[config.mk]
export PLATFORM = sky130hd
export DESIGN_NAME = dbus_arbiter
export DESIGN_NICKNAME = d
export VERILOG_FILES = /design/src/rtl/dbus_pkg.sv /design/src/rtl/dbus_addr_decode.sv /design/src/rtl/dbus_arbiter.sv
export SDC_FILE = /design/constraint.sdc
export NUM_CORES = 1
export LEC_CHECK = 0
export CAP_MARGIN = 15
export CORE_AREA = 2 2 102 104
export CTS_CLUSTER_DIAMETER = 80
export DETAILED_ROUTE_END_ITERATION = 12
export DIE_AREA = 0 0 104 106
export PLACE_DENSITY = 0.8
export SYNTH_ARGS = -nofsm -noshare
export SYNTH_HDL_FRONTEND = slang
export SYNTH_HIERARCHICAL = 1
export SYNTH_SLANG_ARGS = --single-unit
[constraint.sdc]
create_clock -name clk -period 9.85 [get_ports clk]
set_clock_uncertainty 0.05 [all_clocks]
set_input_delay 1.97 -clock clk [delete_from_list [all_inputs] [get_ports clk]]
set_output_delay 1.97 -clock clk [all_outputs]
set_load 0.01 [all_outputs]
[src/rtl/dbus_pkg.sv]
// dbus_pkg: shared types and default constants for the data-bus arbiter.
//   state_t  : sequencer states
//   access_t : class of a CPU access as seen by the address decoder
//   grant_t  : which requester owned the bus most recently
//   *_DEF    : default I/O region prefix and register addresses
package dbus_pkg;

  localparam logic [21:0] IO_PREFIX_DEF = 22'h3FFFFF;
  localparam logic [31:0] LED_ADDR_DEF  = 32'hFFFFFC60;
  localparam logic [31:0] SW_ADDR_DEF   = 32'hFFFFFC70;

  typedef enum logic [1:0] {
    ST_IDLE,
    ST_RD_WAIT,
    ST_DONE,
    ST_LD_DONE
  } state_t;

  typedef enum logic [1:0] {
    ACC_MEM,
    ACC_LED,
    ACC_SW,
    ACC_UNMAPPED
  } access_t;

  typedef enum logic {
    GRANT_CPU,
    GRANT_LD
  } grant_t;

endpackage

[src/rtl/dbus_addr_decode.sv]
// dbus_addr_decode: combinational classifier for CPU bus addresses.
// Ports:
//   word_addr in  30  CPU byte address with bits [1:0] already dropped
//   access    out     ACC_MEM outside the I/O region, ACC_LED / ACC_SW for
//                     the two mapped registers, ACC_UNMAPPED otherwise
module dbus_addr_decode
  import dbus_pkg::*;
#(
  parameter logic [21:0] IO_PREFIX = IO_PREFIX_DEF,
  parameter logic [31:0] LED_ADDR  = LED_ADDR_DEF,
  parameter logic [31:0] SW_ADDR   = SW_ADDR_DEF
) (
  input  logic [29:0] word_addr,
  output access_t     access
);

  // The I/O region is the top 1 KiB; registers are matched on the word
  // address so the byte offset within a word never matters.
  always_comb begin
    access = ACC_MEM;
    if (word_addr[29:8] == IO_PREFIX) begin
      if (word_addr == LED_ADDR[31:2]) begin
        access = ACC_LED;
      end else if (word_addr == SW_ADDR[31:2]) begin
        access = ACC_SW;
      end else begin
        access = ACC_UNMAPPED;
      end
    end
  end

endmodule

[src/rtl/dbus_arbiter.sv]
// dbus_arbiter: sequencer/arbiter for the data bus shared by the CPU
// load/store port and the UART program loader.
// Optional feature macro: UART_LOADER_EN (loader path, LD_DONE state and
// alternating arbitration). Without it the CPU is the only requester, the
// ld_* inputs are ignored and ld_ack is held low.
// Ports:
//   clk, rst                         clock, asynchronous active-high reset
//   cpu_req/we/addr/wdata            CPU access request (held until ready)
//   cpu_rdata, cpu_ready             load data and one-cycle completion pulse
//   ld_req/addr/wdata, ld_ack        loader word-write request and ack pulse
//   mem_en/we/addr/wdata, mem_rdata  data BRAM port (one-cycle read latency)
//   led_out, sw_in                   registered LEDs, switch inputs
module dbus_arbiter
  import dbus_pkg::*;
#(
  parameter logic [21:0] IO_PREFIX = IO_PREFIX_DEF,
  parameter logic [31:0] LED_ADDR  = LED_ADDR_DEF,
  parameter logic [31:0] SW_ADDR   = SW_ADDR_DEF,
  parameter int          MEM_AW    = 14
) (
  input  logic              clk,
  input  logic              rst,
  input  logic              cpu_req,
  input  logic              cpu_we,
  input  logic [31:0]       cpu_addr,
  input  logic [31:0]       cpu_wdata,
  output logic [31:0]       cpu_rdata,
  output logic              cpu_ready,
  input  logic              ld_req,
  input  logic [MEM_AW-1:0] ld_addr,
  input  logic [31:0]       ld_wdata,
  output logic              ld_ack,
  output logic              mem_en,
  output logic              mem_we,
  output logic [MEM_AW-1:0] mem_addr,
  output logic [31:0]       mem_wdata,
  input  logic [31:0]       mem_rdata,
  output logic [15:0]       led_out,
  input  logic [15:0]       sw_in
);

  state_t  state;
  state_t  next_state;
  access_t access;
  logic    grant_cpu;
  logic    grant_ld;
  logic    unused_byte_sel;

  // The byte offset of a CPU address is irrelevant on this word bus.
  assign unused_byte_sel = ^cpu_addr[1:0];

  dbus_addr_decode #(
    .IO_PREFIX(IO_PREFIX),
    .LED_ADDR (LED_ADDR),
    .SW_ADDR  (SW_ADDR)
  ) u_decode (
    .word_addr(cpu_addr[31:2]),
    .access   (access)
  );

`ifdef UART_LOADER_EN
  grant_t last_grant;

  // Remember who owned the bus last so a tie goes to the other side.
  // Reset value CPU hands the very first tie to the loader.
  always_ff @(posedge clk or posedge rst) begin
    if (rst) begin
      last_grant <= GRANT_CPU;
    end else if (grant_ld) begin
      last_grant <= GRANT_LD;
    end else if (grant_cpu) begin
      last_grant <= GRANT_CPU;
    end
  end

  assign ld_ack = (state == ST_LD_DONE);
`else
  logic unused_ld;

  assign unused_ld = ^{ld_req, ld_addr, ld_wdata};
  assign ld_ack    = 1'b0;
`endif

  // Ready is a pure function of the state, so it is glitch-free, exactly
  // one cycle long and low out of reset.
  assign cpu_ready = (state == ST_DONE);

  // Grant, BRAM drive and next-state. Memory accesses drive the BRAM in the
  // acceptance cycle itself; I/O accesses only need the edge that follows.
  always_comb begin
    next_state = state;
    grant_cpu  = 1'b0;
    grant_ld   = 1'b0;
    mem_en     = 1'b0;
    mem_we     = 1'b0;
    mem_addr   = '0;
    mem_wdata  = '0;
    case (state)
      ST_IDLE: begin
`ifdef UART_LOADER_EN
        if (cpu_req && ld_req) begin
          if (last_grant == GRANT_CPU) begin
            grant_ld = 1'b1;
          end else begin
            grant_cpu = 1'b1;
          end
        end else begin
          grant_cpu = cpu_req;
          grant_ld  = ld_req;
        end
        if (grant_ld) begin
          mem_en     = 1'b1;
          mem_we     = 1'b1;
          mem_addr   = ld_addr;
          mem_wdata  = ld_wdata;
          next_state = ST_LD_DONE;
        end
`else
        grant_cpu = cpu_req;
`endif
        if (grant_cpu) begin
          if (access == ACC_MEM) begin
            mem_en   = 1'b1;
            mem_we   = cpu_we;
            mem_addr = cpu_addr[MEM_AW+1:2];
            if (cpu_we) begin
              mem_wdata  = cpu_wdata;
              next_state = ST_DONE;
            end else begin
              next_state = ST_RD_WAIT;
            end
          end else begin
            next_state = ST_DONE;
          end
        end
      end
      ST_RD_WAIT: next_state = ST_DONE;
      ST_DONE:    next_state = ST_IDLE;
      ST_LD_DONE: next_state = ST_IDLE;
      default:    next_state = ST_IDLE;
    endcase
  end

  // State register plus the data-path registers. cpu_rdata only changes
  // when a load completes, so it holds across stores and idle cycles.
  always_ff @(posedge clk or posedge rst) begin
    if (rst) begin
      state     <= ST_IDLE;
      cpu_rdata <= '0;
      led_out   <= '0;
    end else begin
      state <= next_state;
      if (state == ST_RD_WAIT) begin
        cpu_rdata <= mem_rdata;
      end
      if (grant_cpu) begin
        case (access)
          ACC_LED: begin
            if (cpu_we) begin
              led_out <= cpu_wdata[15:0];
            end
          end
          ACC_SW: begin
            if (!cpu_we) begin
              cpu_rdata <= {16'h0, sw_in};
            end
          end
          ACC_UNMAPPED: begin
            if (!cpu_we) begin
              cpu_rdata <= '0;
            end
          end
          default: ;
        endcase
      end
    end
  end

endmodule

## Yosys cells after proc, flatten, opt, wreduce, memory -nomap -nowiden

Cells that the tools add are included.

- Register bits after elaboration: 50
- Bits of input ports: 163
- Output and inout port bits: 98
- Word-level logic and storage cells: 43

- Eq/ne operators: 10
- Mux-type cells: 26
- Reductions and logical operators: 4

Operator list:

| kind | count |
|---|---|
| $mux W32 | 8 |
| $pmux W32 S2 | 1 |
| $eq A30 B30 Y1 const B | 2 |
| $mux W14 | 3 |
| $eq A22 B22 Y1 const B | 1 |
| $mux W2 | 5 |
| $eq A2 B2 Y1 const B | 4 |
| $mux W1 | 8 |
| $pmux W2 S3 | 1 |
| $eq A2 B1 Y1 const B | 2 |
| $logic_not A2 Y1 | 2 |
| $reduce_and A3 Y1 | 1 |
| $ne A2 B2 Y1 const B | 1 |
| $reduce_or A2 Y1 | 1 |

## Logic depth before layout (Yosys ltp)

Gate-level depths: netlist of run 1.

- Depth in word-level cells: 8
- Depth in mapped cells: 8
- Mapped depth without buffers: 6

## Hierarchy

Netlist of run 1, hierarchy kept.

By module, submodules not included:

| module | instances | cells each | area an instance (µm²) | seq. area each (µm²) |
|---|---|---|---|---|
| dbus_arbiter | 1 | 243 | 2602.5 | 1251.2 |
| dbus_addr_decode | 1 | 14 | 92.6 | 0.0 |

## Worst setup path before layout of run 1

OpenSTA, ideal clock, no wires.

- Path type: input-to-output
- From: input port cpu_addr[8]
- To: output port mem_wdata[10]
- Arrival: 4029 ps
- Required time: 7830 ps
- Slack: 3801 ps
- Stages on the path: 7
- Path buffers: 1
- Cells stage by stage: or4b_1 or4_1 and3_1 nor2_1 and3_1 clkbuf_1 and2_1

- Elaborated cells on any way between the ends: 9
- Classes of those cells: eq/ne (2); mux (6); reduce/logical (1)

RTL lines:

| what | RTL line | RTL |
|---|---|---|
| from (decl) | dbus_arbiter.sv:25 | `input logic [31:0] cpu_addr,` |
| $eq A30 B30 Y1 | dbus_addr_decode.sv:22 | `if (word_addr == LED_ADDR[31:2]) begin` |
| $mux W2 | dbus_addr_decode.sv:22 |  |
| $mux W2 | dbus_addr_decode.sv:21 | `if (word_addr[29:8] == IO_PREFIX) begin` |
| via access[1] | dbus_arbiter.sv:44 | `access_t access;` |
| $logic_not A2 Y1 | dbus_arbiter.sv:122 | `if (access == ACC_MEM) begin` |
| $mux W32 | dbus_arbiter.sv:122 |  |
| $mux W32 | dbus_arbiter.sv:121 | `if (grant_cpu) begin` |
| $mux W32 | dbus_arbiter.sv:98 | `case (state)` |
| to (decl) | dbus_arbiter.sv:36 | `output logic [31:0] mem_wdata,` |

The timed path passes the listed nets, and every way through them passes these cells.

## Final worst setup path of run 1

- From: input port cpu_addr[8]
- To: output port mem_wdata[14]

Same word-level chain as after synthesis.

==> metrics, run 1 <==
P&R area growth vs syn=85.6%; top_reg_cell synth=dfrtp_1; Hold Startpoint=led_out[11]; final instance area=0.00500 mm²; worst hold path endpoint=led_out[11]; Post CTS Setup Buffer Count=0; critical path fanouts, max=33; final period utilization=0.806; drt via density=4.46; RSZ-0062 raised after global routing=no; drt total wl=8750 µm; CTS Buf Count=5; hold slack=0.461 ns; post-CTS sizing=0; filler cell count=943; register area share after synthesis=0.464; Placed Area=0.00487 mm²; Yosys warning count=6; Post-synth ARST share=1.00; share of cells above drive strength 1=0.0656; status=complete, no violations; WS Path Type=input port to primary output; I/O Pins=261; Critical Path AT=5.92 ns; critical path required time=7.83 ns; Nets=619; synthesized area per cell=10.5 µm²; worst r2r path cells=3; Synth Register Bits=50; gr usage total=0.157; Startpoint Class=input port; peak supply drop=0.0000557 V; Worst Max-Slew Pin Slew=1.10 ns; H-tree level count=2; gr ovfl total=0; ANT nets after route=0; clk buf depth=2; Cell Count, Final, Fillers Out=593; EDFF count, synth=0; largest net degree at the start of global routing=51; final hold violations=0; ranking of synthesized cells by area=dfrtp_1 46%, mux2i_1 12%, and2_1 7.7%; met3 global-route usage=0.0343; die height=106 µm; CORE AREA=0.0100 mm²; RR Startpoint=state[1]; hold path depth=1; met2 Track Usage GR=0.290; number of global-route vias before repair=2803; via count=2644; Cell Area, Synth=0.00270 mm²; Clk pin slew, worst setup/hold paths=0.09 ns; flop2flop setup slack=7.29 ns; CTS root buf=clkbuf_8; Slew Viols, Final=0; Cells after DPL=584; Cell Chain, Critical Path=clkdlybuf4s50_1 -> or4b_1 -> or4_1 -> and3_1 -> nor2_1 -> and3_1 -> and2_1 -> clkdlybuf4s50_1; Critical-path top delay cell=and3_1; reg2reg end=cpu_rdata[9]; CP Capture Type=primary output; max_slew headroom=0.267; drt first pass iters=4; Synth top area share=0.464; CTS sink cnt=50; Sum Neg Setup Slack=0 ns; n_diodes=0; Remaining DRCs=0; GRT Max-Usage Layer=met2; power per cell area=131 mW/mm²; maxcap violations=0; LEAKAGE=2.23 nW; area of the multi-input gates=0.00135 mm²; syn nets=420; utilization after layout=0.500; min cycle time layout=7.94 ns; Die Width=104 µm; area leader, netlist=dfrtp_1; Synth cell types=28; Die ar.=0.0110 mm²; # hold bufs at CTS=0; fmax=0.126 GHz; initial antenna violation count=0; Reg area=0.00125 mm²; crit-path leading delay family=simple AND/OR/NAND/NOR gates; Skew-Pair Late Insertion Delay=0.29 ns; drt first-iter violations=47; Starting Density=0.270; Max stage delay on crit path=0.81 ns; Syn Inst Count=257; CTS tree=done; global-route wire length before repair=14000 µm; met1 Usage GRT=0.179; Cell Rows=37; worst path bufs/invs=2; setup violators final=0; Worst Hold Class=flip-flop to flip-flop; Avg WL per Cell=14.8 µm; Post-DP HPWL=6870 µm; routability-driven placement congestion ratio=0.764; Buffers on Ports=210
==> metrics by stage <==
step                      setup WS, ns  power [mW]
after detailed placement          1.88       0.516
after CTS                         1.87       0.663
final                             1.91       0.653
after global routing              1.67       0.690
after floorplan                   3.80       0.354
after global placement            2.01       0.510
==> layout make-up <==
type / count / area share
Multi-Input combinational cell: 187 / 0.269
Clock inverter: 3 / 0.00801
Timing Repair Buffer: 211 / 0.424
Tap cell: 136 / 0.0340
Clock buffer: 5 / 0.0138
Sequential cell: 50 / 0.250
Inverter: 1 / 0.000751
==> synth_stat cells (all sizes together), types with 3 or more instances <==
master  instances
dfrtp          50
and2           33
nand2          33
mux2i          32
nand2b         19
a21oi          17
and3           16
mux2           16
buf            10
clkbuf          9
nand4           5
nor2            3
nor2b           3
==> how the worst max path moves through the flow <==
stage | start | to | slack [ns] | cells after the start
final | cpu_addr[8] | mem_wdata[14] | 1.91 | 8
after global routing | cpu_addr[8] | mem_wdata[10] | 1.67 | 8
after CTS | cpu_addr[8] | mem_wdata[14] | 1.87 | 8
after detailed placement | cpu_addr[8] | mem_wdata[14] | 1.88 | 8
after global placement | cpu_addr[8] | mem_wdata[15] | 2.01 | 8
after floorplan | cpu_addr[8] | mem_wdata[10] | 3.80 | 7
==> cells by family (layout without fill, tap and decap cells) <==
logic type,count (synthesis),after routing,synth area share
other cells,1,1,0.00139
compound gates,18,18,0.0357
mux,48,48,0.200
flops,50,50,0.464
simple gates,120,120,0.260
buf+inv,20,220,0.0395
==> sequential cells by signal, indices dropped and copies added (netlist names) <==
register	cells
led_out	16
cpu_rdata	32
state	2
==> power by group <==
group	internal (mW)	switching (mW)
Sequential	0.244	0.0214
Combinational	0.153	0.0915
Clock	0.0749	0.0677
==> placed cells by master (no fill, tap or decap) <==
cell type        netlist  layout
and2_1                33      33
nand2_1               33      33
nor2b_1                3       2
mux2_4                10      10
bufinv_16              0       1
or3_1                  1       1
nand4_1                5       5
a21oi_1               17      17
clkinv_2               0       2
mux2i_1               32      32
nor3b_4                1       1
clkbuf_8               0       5
or4b_1                 1       1
nor4_1                 1       1
and3b_1                1       1
and3_1                16      16
inv_2                  0       1
or4_1                  1       1
nand3b_1               1       1
nand4b_4               1       1
nand2b_1              19      19
nor2_1                 3       3
o311a_2                1       1
dfrtp_1               50      50
buf_12                 0       1
conb_1                 1       1
clkdlybuf4s50_1        0     210
mux2_2                 6       6
nor2b_4                0       1
==> routing by layer <==
| metal | vias to the layer above | wire (µm) |
|---|---|---|
| li1 | 1255 | - |
| met1 | 1250 | 3400 |
| met2 | 129 | 4630 |
| met3 | 10 | 566 |
| met4 | 0 | 155 |
| met5 | - | 0 |
==> worst register-to-register path: stages, from the launching register on <==
cell and delay [ns]:
dfrtp_1 0.47, nor3b_4 0.60, nand3b_1 0.92, mux2i_1 0.43
Power figures use the tool's default switching activity.
==> inputs of run 2 (changes only) <==
--- a/config.mk
+++ b/config.mk
@@ -6,11 +6,11 @@
 export NUM_CORES = 1
 export LEC_CHECK = 0
 export CAP_MARGIN = 15
-export CORE_AREA = 2 2 102 104
+export CORE_AREA = 2 2 101 103
 export CTS_CLUSTER_DIAMETER = 80
 export DETAILED_ROUTE_END_ITERATION = 12
-export DIE_AREA = 0 0 104 106
-export PLACE_DENSITY = 0.8
+export DIE_AREA = 0 0 103 105
+export PLACE_DENSITY = 0.82
 export SYNTH_ARGS = -nofsm -noshare
 export SYNTH_HDL_FRONTEND = slang
 export SYNTH_HIERARCHICAL = 1
==> constraint.sdc (replaced) <==
create_clock -name clk -period 7.5 [get_ports clk]
set_clock_uncertainty 0.05 [all_clocks]
set_input_delay 1.5 -clock clk [delete_from_list [all_inputs] [get_ports clk]]
set_output_delay 1.5 -clock clk [all_outputs]
set_load 0.01 [all_outputs]
==> run 2 against run 1 <==
Final cell count down 0.34%. Register-to-register slack worse by 2.3 ns. Wire length down 1.4%. Clock power up 34%. Sequential share of layout area about the same. Critical path type unchanged. Critical endpoint is now mem_wdata[10]. Highest routed layer unchanged.
==> metrics, run 2 (synthesized netlist as in run 1, its figures left out) <==
status=complete, no violations; Sum Neg Setup Slack=0 ns; worst r2r path cells=3; area of the multi-input gates=0.00135 mm²; Largest regs=cpu_rdata x32, led_out x16, state x2; I/O Pins=261; Max stage delay on crit path=0.70 ns; LEAKAGE=2.22 nW; WS Path Type=input port to primary output; RR Startpoint=state[1]; initial antenna violation count=0; drt first-iter violations=92; post-CTS sizing=0; via count=2599; Critical-path top delay cell=and3_1; RSZ-0062 raised after global routing=no; drt total wl=8630 µm; Remaining DRCs=0; gr usage total=0.159; hold path depth=1; Worst Setup SP=cpu_addr[8]; gr ovfl total=0; Startpoint Class=input port; reg2reg end=cpu_rdata[5]; Cell Rows=36; n_diodes=0; Buffers on Ports=210; clk buf depth=2; Worst Hold Class=flip-flop to flip-flop; filler cell count=905; max_slew headroom=0.291; flop2flop setup slack=5.03 ns; H-tree level count=2; CP Capture Type=primary output; Starting Density=0.280; Cell Chain, Critical Path=clkdlybuf4s50_1 -> or4b_1 -> or4_1 -> and3_1 -> nor2_1 -> buf_4 -> and3_1 -> and2_1 -> clkdlybuf4s50_1; CTS tree=done; # hold bufs at CTS=0; Nets=620; power per cell area=171 mW/mm²; CTS root buf=clkbuf_8; share of cells above drive strength 1=0.0677; Die Width=103 µm; Die ar.=0.0108 mm²; Skew-Pair Late Insertion Delay=0.29 ns; P&R area growth vs syn=85.9%; die height=105 µm; global-route wire length before repair=13500 µm; Slew Viols, Final=0; Avg WL per Cell=14.6 µm; max reg flops=32; Worst Max-Slew Pin Slew=1.06 ns; Post CTS Setup Buffer Count=0; fmax=0.153 GHz; routability-driven placement congestion ratio=0.779; Critical Path AT=4.97 ns; Biggest register=cpu_rdata; drt first pass iters=4; final period utilization=0.869; hold slack=0.461 ns; most frequent cells in the layout=210 x clkdlybuf4s50_1, 50 x dfrtp_1, 33 x and2_1, 33 x nand2_1, 32 x mux2i_1; drt via density=4.40; setup violators final=0; peak supply drop=0.0000808 V; maxcap violations=0; largest net degree at the start of global routing=51; most common cell after layout, fill and taps aside=clkdlybuf4s50_1; end point of the critical path=mem_wdata[10]; CTS sink cnt=50; critical path fanouts, max=33; final hold violations=0; CTS Buf Count=5; ANT nets after route=0; number of global-route vias before repair=2706; Reg area=0.00125 mm²; CORE AREA=0.00964 mm²; critical path required time=5.95 ns; Post-DP HPWL=6840 µm; min cycle time layout=6.52 ns; Clk pin slew, worst setup/hold paths=0.09 ns
run 2: cell count changes in the layout (fill, tap and decap cells not counted), sizes merged:
cell / change
clkinv: -2
clkinvlp: +2
buf: +1
run 2: worst min-delay path by stage:
stage                     start     endpoint  slack (ns)
floorplan              state[1]     state[1]        0.45
global placement    led_out[14]  led_out[14]        0.44
detailed placement  led_out[12]  led_out[12]        0.44
CTS                 led_out[12]  led_out[12]        0.47
global route        led_out[13]  led_out[13]        0.47
finish              led_out[13]  led_out[13]        0.46
run 2: power by group:
part / switching, mW / internal [mW] / total, mW / leakage [nW]
combinational: 0.119 / 0.201 / 0.320 / 1.54
clock: 0.0913 / 0.0993 / 0.191 / 0.0504
sequential: 0.0273 / 0.321 / 0.348 / 0.635
run 2: critical path: cells and delay by family:
| family | cells | cell delay [ns] |
|---|---|---|
| AND/OR/NAND/NOR | 6 | 2.30 |
| buffers and inverters | 3 | 1.15 |
run 2: per-stage QoR:
step                      worst slack [ns]  utilization  cells  power, mW  cell area (µm²)
after floorplan                       2.39            -    257      0.465             2700
after global placement                1.00        0.506    582      0.668             4880
after detailed placement             0.949        0.506    582      0.677             4880
after CTS                            0.949        0.518    590      0.874             4990
after global routing                 0.756        0.520    591      0.912             5010
final                                0.984        0.520    591      0.859             5010
run 2: cell type report:
class / count / area share
Tap cell: 133 / 0.0332
Clock buffer: 5 / 0.0137
Inverter: 1 / 0.000749
Multi-Input combinational cell: 187 / 0.268
Sequential cell: 50 / 0.250
Clock inverter: 3 / 0.00899
Timing Repair Buffer: 212 / 0.425
run 2: metal layers:
| metal | part of all wire | global-route usage |
|---|---|---|
| met5 | 0 | 0 |
| met4 | 0.011 | 0.0395 |
| met3 | 0.063 | 0.0294 |
| met2 | 0.53 | 0.296 |
| met1 | 0.39 | 0.182 |
